[src/rtl/cam_capture_win.sv]
// Purpose: DVP camera capture; assembles BYTES_PER_PIX bus words into a pixel, skips start-up frames, crops a window.
// Latency: pixel and markers appear 2 ov5640_pclk cycles after the edge that samples the pixel's final byte.
// Backpressure: none; the camera cannot be stalled, so the consumer must accept one pixel per pix_valid strobe.
//
// Ports:
//   ov5640_pclk / sys_rst_n        : pixel clock, async active-low reset
//   ov5640_href/vsync/data         : raw DVP bus (registered once on entry)
//   capture_en                     : capture request, sampled at frame start only
//   win_x_start/y_start/width/height : crop window, latched at frame start
//   test_pat_en                    : selects the coordinate test pattern (needs CAM_TEST_PATTERN_EN)
//   init_done                      : start-up frame skip finished
//   pix_valid/data/sof/eol/eof     : cropped pixel stream with frame/line markers
//   frame_err                      : pulse when a frame ends before its last window pixel
//   line_err                       : sticky, a line ended on a partial pixel
// Optional feature macro: CAM_TEST_PATTERN_EN

module cam_capture_win #(
    parameter int DATA_IN_W     = 8,
    parameter int BYTES_PER_PIX = 2,
    parameter int PIX_W         = DATA_IN_W * BYTES_PER_PIX,
    parameter int CNT_W         = 12,
    parameter int FRAME_SKIP    = 10
) (
    input  logic                 ov5640_pclk,
    input  logic                 sys_rst_n,
    input  logic                 ov5640_href,
    input  logic                 ov5640_vsync,
    input  logic [DATA_IN_W-1:0] ov5640_data,
    input  logic                 capture_en,
    input  logic [CNT_W-1:0]     win_x_start,
    input  logic [CNT_W-1:0]     win_y_start,
    input  logic [CNT_W-1:0]     win_width,
    input  logic [CNT_W-1:0]     win_height,
    input  logic                 test_pat_en,
    output logic                 init_done,
    output logic                 pix_valid,
    output logic [PIX_W-1:0]     pix_data,
    output logic                 pix_sof,
    output logic                 pix_eol,
    output logic                 pix_eof,
    output logic                 frame_err,
    output logic                 line_err
);

    localparam int BC_W   = (BYTES_PER_PIX > 1) ? $clog2(BYTES_PER_PIX) : 1;
    localparam int SKIP_W = (FRAME_SKIP > 0) ? $clog2(FRAME_SKIP + 1) : 1;
    localparam logic [BC_W-1:0]   BC_LAST = BC_W'(BYTES_PER_PIX - 1);
    localparam logic [SKIP_W-1:0] SKIP_N  = SKIP_W'(FRAME_SKIP);
    localparam logic [CNT_W:0]    ONE_X   = (CNT_W+1)'(1);

    typedef enum logic [1:0] {
        ST_SKIP     = 2'd0,
        ST_WAIT_SOF = 2'd1,
        ST_ACTIVE   = 2'd2
    } state_t;

    state_t state;

    // Input registers and second stage for edge detection
    logic                 href_d, vs_d, href_d2, vs_d2;
    logic [DATA_IN_W-1:0] data_d;

    logic [SKIP_W-1:0] skip_cnt;
    logic [BC_W-1:0]   byte_cnt;
    logic [CNT_W-1:0]  x_cnt, y_cnt;
    logic [CNT_W-1:0]  win_xs_q, win_ys_q, win_w_q, win_h_q;
    logic              eof_done;

    // Pipeline stage between pixel completion and the output register
    logic              s1_vld, s1_sof, s1_eol, s1_eof, s1_ferr;
    logic [PIX_W-1:0]  s1_dat;

    logic             vs_rise, vs_fall, href_fall;
    logic             byte_en, pix_done, in_win, hit;
    logic             at_sof, at_eol, at_eof, eof_now, ferr_now;
    logic [CNT_W:0]   x_ext, y_ext, xs_ext, ys_ext, x_end, y_end;
    logic [PIX_W-1:0] pix_asm, pix_nxt;

    assign vs_rise   = vs_d & ~vs_d2;
    assign vs_fall   = ~vs_d & vs_d2;
    assign href_fall = ~href_d & href_d2;

    assign byte_en  = (state == ST_ACTIVE) && href_d;
    assign pix_done = byte_en && (byte_cnt == BC_LAST);

    // One extra bit so x_start + width never wraps
    assign x_ext  = {1'b0, x_cnt};
    assign y_ext  = {1'b0, y_cnt};
    assign xs_ext = {1'b0, win_xs_q};
    assign ys_ext = {1'b0, win_ys_q};
    assign x_end  = xs_ext + {1'b0, win_w_q};
    assign y_end  = ys_ext + {1'b0, win_h_q};

    assign in_win  = (x_ext >= xs_ext) && (x_ext < x_end) && (y_ext >= ys_ext) && (y_ext < y_end);
    assign hit     = pix_done && in_win;
    assign at_sof  = (x_cnt == win_xs_q) && (y_cnt == win_ys_q);
    assign at_eol  = (x_ext == x_end - ONE_X);
    assign at_eof  = at_eol && (y_ext == y_end - ONE_X);
    assign eof_now = hit && at_eof;

    // A pixel completing in the vs_rise cycle counts toward eof_done
    assign ferr_now = (state == ST_ACTIVE) && vs_rise && !eof_done && !eof_now &&
                      (win_w_q != '0) && (win_h_q != '0);

    // Byte shifter: earlier bytes move toward the MSB, the current bus byte lands in the LSB
    generate
        if (BYTES_PER_PIX > 1) begin : g_shift
            logic [PIX_W-DATA_IN_W-1:0] pix_sh;
            assign pix_asm = {pix_sh, data_d};
            always_ff @(posedge ov5640_pclk or negedge sys_rst_n) begin
                if (!sys_rst_n) begin
                    pix_sh <= '0;
                end else if (byte_en) begin
                    pix_sh <= pix_asm[PIX_W-DATA_IN_W-1:0];
                end
            end
        end else begin : g_noshift
            assign pix_asm = data_d;
        end
    endgenerate

`ifdef CAM_TEST_PATTERN_EN
    logic [CNT_W-1:0] pat_val;
    assign pat_val = (x_cnt - win_xs_q) ^ ((y_cnt - win_ys_q) << 4);
    assign pix_nxt = test_pat_en ? PIX_W'(pat_val) : pix_asm;
`else
    logic unused_test_pat;
    assign unused_test_pat = test_pat_en;
    assign pix_nxt = pix_asm;
`endif

    always_ff @(posedge ov5640_pclk or negedge sys_rst_n) begin
        if (!sys_rst_n) begin
            href_d    <= 1'b0;
            vs_d      <= 1'b0;
            href_d2   <= 1'b0;
            vs_d2     <= 1'b0;
            data_d    <= '0;
            state     <= ST_SKIP;
            skip_cnt  <= '0;
            byte_cnt  <= '0;
            x_cnt     <= '0;
            y_cnt     <= '0;
            win_xs_q  <= '0;
            win_ys_q  <= '0;
            win_w_q   <= '0;
            win_h_q   <= '0;
            eof_done  <= 1'b0;
            s1_vld    <= 1'b0;
            s1_dat    <= '0;
            s1_sof    <= 1'b0;
            s1_eol    <= 1'b0;
            s1_eof    <= 1'b0;
            s1_ferr   <= 1'b0;
            init_done <= 1'b0;
            pix_valid <= 1'b0;
            pix_data  <= '0;
            pix_sof   <= 1'b0;
            pix_eol   <= 1'b0;
            pix_eof   <= 1'b0;
            frame_err <= 1'b0;
            line_err  <= 1'b0;
        end else begin
            href_d  <= ov5640_href;
            vs_d    <= ov5640_vsync;
            data_d  <= ov5640_data;
            href_d2 <= href_d;
            vs_d2   <= vs_d;

            s1_vld  <= hit;
            s1_dat  <= hit ? pix_nxt : '0;
            s1_sof  <= hit && at_sof;
            s1_eol  <= hit && at_eol;
            s1_eof  <= eof_now;
            s1_ferr <= ferr_now;

            pix_valid <= s1_vld;
            pix_data  <= s1_dat;
            pix_sof   <= s1_sof;
            pix_eol   <= s1_eol;
            pix_eof   <= s1_eof;
            frame_err <= s1_ferr;

            case (state)
                ST_SKIP: begin
                    if (skip_cnt == SKIP_N) begin
                        state     <= ST_WAIT_SOF;
                        init_done <= 1'b1;
                    end else if (vs_rise) begin
                        skip_cnt <= skip_cnt + SKIP_W'(1);
                    end
                end
                ST_WAIT_SOF: begin
                    if (vs_fall && capture_en) begin
                        win_xs_q <= win_x_start;
                        win_ys_q <= win_y_start;
                        win_w_q  <= win_width;
                        win_h_q  <= win_height;
                        x_cnt    <= '0;
                        y_cnt    <= '0;
                        byte_cnt <= '0;
                        line_err <= 1'b0;
                        eof_done <= 1'b0;
                        state    <= ST_ACTIVE;
                    end
                end
                ST_ACTIVE: begin
                    if (byte_en) begin
                        byte_cnt <= pix_done ? '0 : byte_cnt + BC_W'(1);
                    end
                    if (pix_done && (x_cnt != '1)) begin
                        x_cnt <= x_cnt + CNT_W'(1);
                    end
                    // href_d is low here, so no byte competes with the line reset
                    if (href_fall) begin
                        x_cnt    <= '0;
                        byte_cnt <= '0;
                        if (y_cnt != '1) begin
                            y_cnt <= y_cnt + CNT_W'(1);
                        end
                        if (byte_cnt != '0) begin
                            line_err <= 1'b1;
                        end
                    end
                    if (eof_now) begin
                        eof_done <= 1'b1;
                    end
                    if (vs_rise) begin
                        state <= ST_WAIT_SOF;
                    end
                end
                default: state <= ST_SKIP;
            endcase
        end
    end

endmodule

[config.mk]
export PLATFORM = sky130hd
export DESIGN_NAME = cam_capture_win
export DESIGN_NICKNAME = d
export VERILOG_FILES = /design/src/rtl/cam_capture_win.sv
export SDC_FILE = /design/constraint.sdc
export NUM_CORES = 1
export LEC_CHECK = 0
export ABC_AREA = 1
export ABC_CLOCK_PERIOD_IN_PS = 3100
export CORE_ASPECT_RATIO = 0.5
export CORE_UTILIZATION = 35
export DETAILED_ROUTE_END_ITERATION = 10
export PLACE_DENSITY = 0.61
export SETUP_SLACK_MARGIN = 0.15
export SYNTH_ARGS = -nofsm -noshare
export SYNTH_HDL_FRONTEND = slang
export SYNTH_SLANG_ARGS = --single-unit
[constraint.sdc]
create_clock -name ov5640_pclk -period 3.1 [get_ports ov5640_pclk]
set_clock_uncertainty 0.2 [all_clocks]
set_input_delay 0.465 -clock ov5640_pclk [delete_from_list [all_inputs] [get_ports ov5640_pclk]]
set_output_delay 0.465 -clock ov5640_pclk [all_outputs]
set_load 0.02 [all_outputs]
Yosys cells after proc, flatten, opt, wreduce, memory -nomap -nowiden
Cells that the tools add are included.

Input port bits: 62. Register bits: 144. Output and inout bits: 23.

Multiplexer cells: 22. Reductions and logical operators: 33. $add $sub $neg: 8. $lt $le $gt $ge: 4. Bitwise operators: 7. Equal/unequal tests: 18.

Operator list (number): 2-to-1 mux 12 bit (5); case mux 12 bit (2 select lines) (2); adder 12 x 12 -> 13 bit (2); == test 12 x 13 -> 1 bit (2); < comparator 12 x 13 -> 1 bit (2); subtractor 13 x 1 -> 13 bit (second input constant) (2); adder 12 x 1 -> 12 bit (second input constant) (2); == test 12 bit (2); greater-or-equal comparator 12 bit (2); != test 12 bit (second input constant) (2); nonzero test 12 bit (2); logical AND 1 bit (18); 2-to-1 mux 16 bit (1); AND reduction 3 bit (5); != test 2 bit (second input constant) (6); AND reduction 4 bit (2); 2-to-1 mux 1 bit (7); 2-to-1 mux 2 bit (3); case mux 1 bit (2 select lines) (3); case mux 2 bit (3 select lines) (1); adder 4 x 1 -> 4 bit (second input constant) (1); == test 4 bit (second input constant) (1); NOT 1 bit (4); AND reduction 2 bit (2); other kinds (10) (13).

Depth between registers and ports, before layout
Depth in word-level cells: 11. Gate-level depth with buffers: 26. Depth with buffers taken out: 26.

Least setup slack after synthesis
OpenSTA, ideal clock, no wires.

Kind: register to register. From: register win_xs_q[0]. To: register s1_ferr. Data required time: 2.784 ns. Path slack: -0.231 ns. Buffers on the path: 0. Data arrival time: 3.015 ns. Cell stages (with the launch flop): 25. Clock period less this slack: 3.331 ns. Library setup time: 0.116 ns. Cell sequence: dfrtp_1 > ha_1 > inv_1 > fa_1 > inv_1 > nand3_1 > nand2_1 > nand3_1 > nand2_1 > nand2_1 > nand2_1 > inv_1 > ha_1 > nand2_1 > nor2_1 > a211oi_1 > nand2_1 > nand2_1 > nand3b_1 > nand2_1 > a21oi_1 > nor2_2 > nand4_1 > nor2_2 > nor2_1.

Word-level cells in the longest chain between the ends: 11.

RTL lines: start, declared (RTL line 66) `logic [CNT_W-1:0] win_xs_q, win_ys_q, win_w_q, win_h_q;`; start signal, assigned (RTL line 195) `win_xs_q <= win_x_start;`; adder 12 x 12 -> 13 bit (RTL line 91) `assign x_end = xs_ext + {1'b0, win_w_q};`; < comparator 12 x 13 -> 1 bit (RTL line 94) `assign in_win = (x_ext >= xs_ext) && (x_ext < x_end) && (y_ext >= ys_ext) && (y_ext < y_end);`; logical AND 1 bit * (3 in a row) (RTL line 94); logical AND 1 bit * (RTL line 95) `assign hit = pix_done && in_win;`; net hit (RTL line 74) `logic byte_en, pix_done, in_win, hit;`; logical AND 1 bit * (RTL line 99) `assign eof_now = hit && at_eof;`; net eof_now (RTL line 75) `logic at_sof, at_eol, at_eof, eof_now, ferr_now;`; zero test 1 bit * (RTL line 102) `assign ferr_now = (state == ST_ACTIVE) && vs_rise && !eof_done && !eof_now &&`; logical AND 1 bit * (2 in a row) (RTL line 102); logical AND 1 bit * (RTL line 103) `(win_w_q != '0) && (win_h_q != '0);`; net ferr_now (RTL line 75); end signal, assigned (RTL line 175) `s1_ferr <= ferr_now;`; end, declared (RTL line 70) `logic s1_vld, s1_sof, s1_eol, s1_eof, s1_ferr;`.

The timed path passes the listed nets; every way through them passes the cells marked *. A chain may end at the register's enable or synchronous reset.

Final worst setup path
From: register win_h_q[0]. To: register s1_dat[11].

Word-level cells in the longest chain between the ends: 5.

RTL lines: start, declared (RTL line 66); start signal, assigned (RTL line 198) `win_h_q <= win_height;`; adder 12 x 12 -> 13 bit (RTL line 92) `assign y_end = ys_ext + {1'b0, win_h_q};`; < comparator 12 x 13 -> 1 bit (RTL line 94); logical AND 1 bit (RTL line 94); logical AND 1 bit (RTL line 95); net hit (RTL line 74); 2-to-1 mux 16 bit (RTL line 171) `s1_dat <= hit ? pix_nxt : '0;`; end signal, assigned (RTL line 171); end, declared (RTL line 71) `logic [PIX_W-1:0] s1_dat;`.

The timed path passes the listed nets, and every way through them passes these cells.

==> results.json <==
{
  "dieArea_sq_um": 26500,
  "slowest_stage": "fa_2",
  "path_clk_slew_ns": 0.07,
  "synthCells": 1133,
  "via_count": 8049,
  "hold_path.class": "reg2reg",
  "ys_async_sr_fraction": 1.00,
  "place_hpwl_microns": 17900,
  "fmax_mhz": 297,
  "yosysWarnings": 0,
  "mostFrequentLayoutCells": "nand2_1, inv_1, dfrtp_1, buf_4, nor2_1",
  "grt_pass1_wl_microns": 38600,
  "reg2regPathDepth": 25,
  "postRouteAntennaNets": 0,
  "wl_per_cell_microns": 13.8,
  "reg2reg_from": "win_h_q[0]",
  "synth_edf_count": 0,
  "die_w_microns": 229,
  "start_util": 0.357,
  "placement_rows": 41,
  "drc_errors": 0,
  "min_path_cells": 0,
  "grt_usage": 0.182,
  "maxSlewViolCount": 0,
  "root_buffer": "clkbuf_16",
  "setup_viol_count_final": 21,
  "diodes": 0,
  "rrSetupSlack_ns": -0.26,
  "ir_worst_vdd_mv": 0.587,
  "ys_seq_elements": 144,
  "syn_to_final_growth_pct": 32.8,
  "p_leak_uw": 0.00607,
  "worst_pin_slew_ns": 0.722,
  "drive_gt1_frac": 0.217,
  "coreArea_sq_um": 25300,
  "critical_path_peak_fanout": 8,
  "cp_data_arrival_time_ns": 3.52,
  "start_kind": "flip-flop",
  "cts_tree": "yes",
  "finalPower_uw": 14700,
  "worst_path_largest_cell_delay_ns": 0.41,
  "hold_violations": 0,
  "status": "complete, but fails checks",
  "grt_max_degree": 85,
  "syn_avg_cell_area_sq_um": 7.97,
  "avgViaCountPerCell": 4.76,
  "drv_cap": 0,
  "period_share": 1.08,
  "synth-seq-area-share": 0.399,
  "finalNetCount": 1477,
  "grt_pass1_vias": 8056,
  "worstSkewPairLatency_ns": 0.43,
  "portBuffers": 83,
  "ios": 85,
  "violations": "setup timing",
  "syn-num-nets": 1276,
  "drt_iter0_markers": 507,
  "cpMostUsedCell": "nand2_2",
  "gp_congestion": 0.902,
  "fin_crit_ns": 3.36,
  "slew_headroom": 0.517,
  "crit_required_ns": 3.26,
  "synth.distinct_cells": 42,
  "dp_slack_ns": -0.330,
  "finalWirelength_microns": 23300,
  "path_class": "reg2reg",
  "grt-ovfl-total": 0,
  "synth_area_sq_um": 9030,
  "min_to": "pix_sof",
  "ys.flop_type": "dfrtp_1",
  "clock_sinks": 144,
  "die_h_microns": 116,
  "min_from": "s1_sof",
  "cp-end-kind": "flip-flop",
  "rsz0062_at_grt": "true",
  "h-tree-depth": 4,
  "cts_made_buffers": 17,
  "setup_ws_ns": -0.261,
  "r2r-end": "s1_dat[11]",
  "drtPass1Iterations": 7,
  "antenna_found_initial": 0,
  "p_per_area_nw_per_um2": 1230,
  "cts_buffer_depth": 2,
  "mostFrequentLayoutCell": "nand2_1"
}
[metal layers]
metal,vias to the layer above,wire length (microns),GRT usage
met5,-,0,0
met4,0,366,0.0573
met3,30,616,0.0276
met2,125,11200,0.321
met1,3819,11100,0.233
li1,4075,-,-
[Yosys cell counts, types with 2 or more instances]
master	instances	area share
nand2_1	223	0.093
inv_1	178	0.074
dfrtp_1	144	0.40
nor2_1	110	0.046
ha_1	79	0.11
a21oi_1	71	0.039
nand3_1	69	0.038
o21ai_0	41	0.023
nand4_1	28	0.019
mux2_2	24	0.030
nand2_2	24	0.017
nor3_1	16	0.0089
inv_2	13	0.0054
nor2_2	11	0.0076
xor2_1	10	0.0097
nand3_2	9	0.010
nor3b_1	9	0.0075
nor4_1	9	0.0062
clkbuf_1	8	0.0033
xnor2_1	8	0.0078
nor2_4	6	0.0075
nand2_4	5	0.0062
o21ai_1	5	0.0028
nand3b_1	4	0.0033
o21a_1	3	0.0025
o22ai_1	3	0.0021
a21o_1	2	0.0017
and2_1	2	0.0014
buf_2	2	0.0011
fa_1	2	0.0044
nor3_2	2	0.0022
o211ai_1	2	0.0017
o21bai_1	2	0.0017
[cells by family (layout without fill, tap and decap cells)]
group / Yosys count / count (layout) / share of synthesized area
buf+inv: 203 / 416 / 0.0850
flops: 144 / 144 / 0.399
compound gates: 134 / 134 / 0.0789
fa+ha+maj: 81 / 81 / 0.114
simple gates: 529 / 529 / 0.276
mux: 24 / 24 / 0.0299
xor+xnor: 18 / 18 / 0.0174
[worst max-delay path, delay by kind of cell (launching register included)]
kind                     cells  cell delay [ns]
adder cells (fa/ha/maj)      3             0.81
AO/OA/AOI/OAI                3             0.40
buffers and inverters        5             0.46
flip-flops                   1             0.36
AND/OR/NAND/NOR             14             1.04
[per-stage QoR]
stage / cell area, sq um / TNS [ns] / utilization / hold slack (ns) / cells
2_1_floorplan: 9090 / -0.00702 / - / -0.0306 / 1133
3_3_place_gp: 11000 / -2.41 / 0.436 / 0.134 / 1641
3_5_place_dp: 11000 / -4.51 / 0.436 / 0.135 / 1641
4_1_cts: 11800 / -2.04 / 0.467 / 0.144 / 1685
5_1_grt: 12000 / -9.51 / 0.474 / 0.153 / 1690
6_report: 12000 / -4.92 / 0.474 / 0.142 / 1690
[final cells by class]
type / instances / area [sq um]
Multi-Input combinational cell: 786 / 4900
Inverter: 192 / 726
Clock buffer: 17 / 425
Fill cell: 2384 / 13300
Sequential cell: 144 / 3600
Clock inverter: 14 / 195
Tap cell: 344 / 430
Timing Repair Buffer: 193 / 1720
[flip-flops by register name (all words and copies together), names as in the netlist, 2 cells and up]
| register | flops |
|---|---|
| pix_data | 16 |
| s1_dat | 16 |
| win_h_q | 12 |
| win_w_q | 12 |
| win_xs_q | 12 |
| win_ys_q | 12 |
| x_cnt | 12 |
| y_cnt | 12 |
| data_d | 8 |
| g_shift.pix_sh | 8 |
| skip_cnt | 4 |
| state | 2 |
[worst max-delay path by stage]
stage,slack (ns),startpoint,end,cells after the start
2_1_floorplan,-0.007,win_w_q[0],eof_done,25
3_3_place_gp,-0.19,win_h_q[0],eof_done,24
3_5_place_dp,-0.33,win_ys_q[0],eof_done,24
4_1_cts,-0.19,win_ys_q[0],eof_done,26
5_1_grt,-0.47,win_ys_q[0],s1_dat[11],25
6_report,-0.26,win_h_q[0],s1_dat[11],25
[power breakdown]
part	switching, uW	total (uW)	internal, uW
sequential	313	2620	2310
clock	899	2200	1300
combinational	5660	9900	4240
total	6880	14700	7850
[repair_timing]
action	4_1_cts	5_1_grt
pin swaps	14	22
hold buffers	1	0
gates resized for setup	20	27
buffers inserted	12	4
endpoints found under the setup margin	22	25
hold endpoints to repair	36	0
cloned	0	1
(Power assumes the default switching activity.)
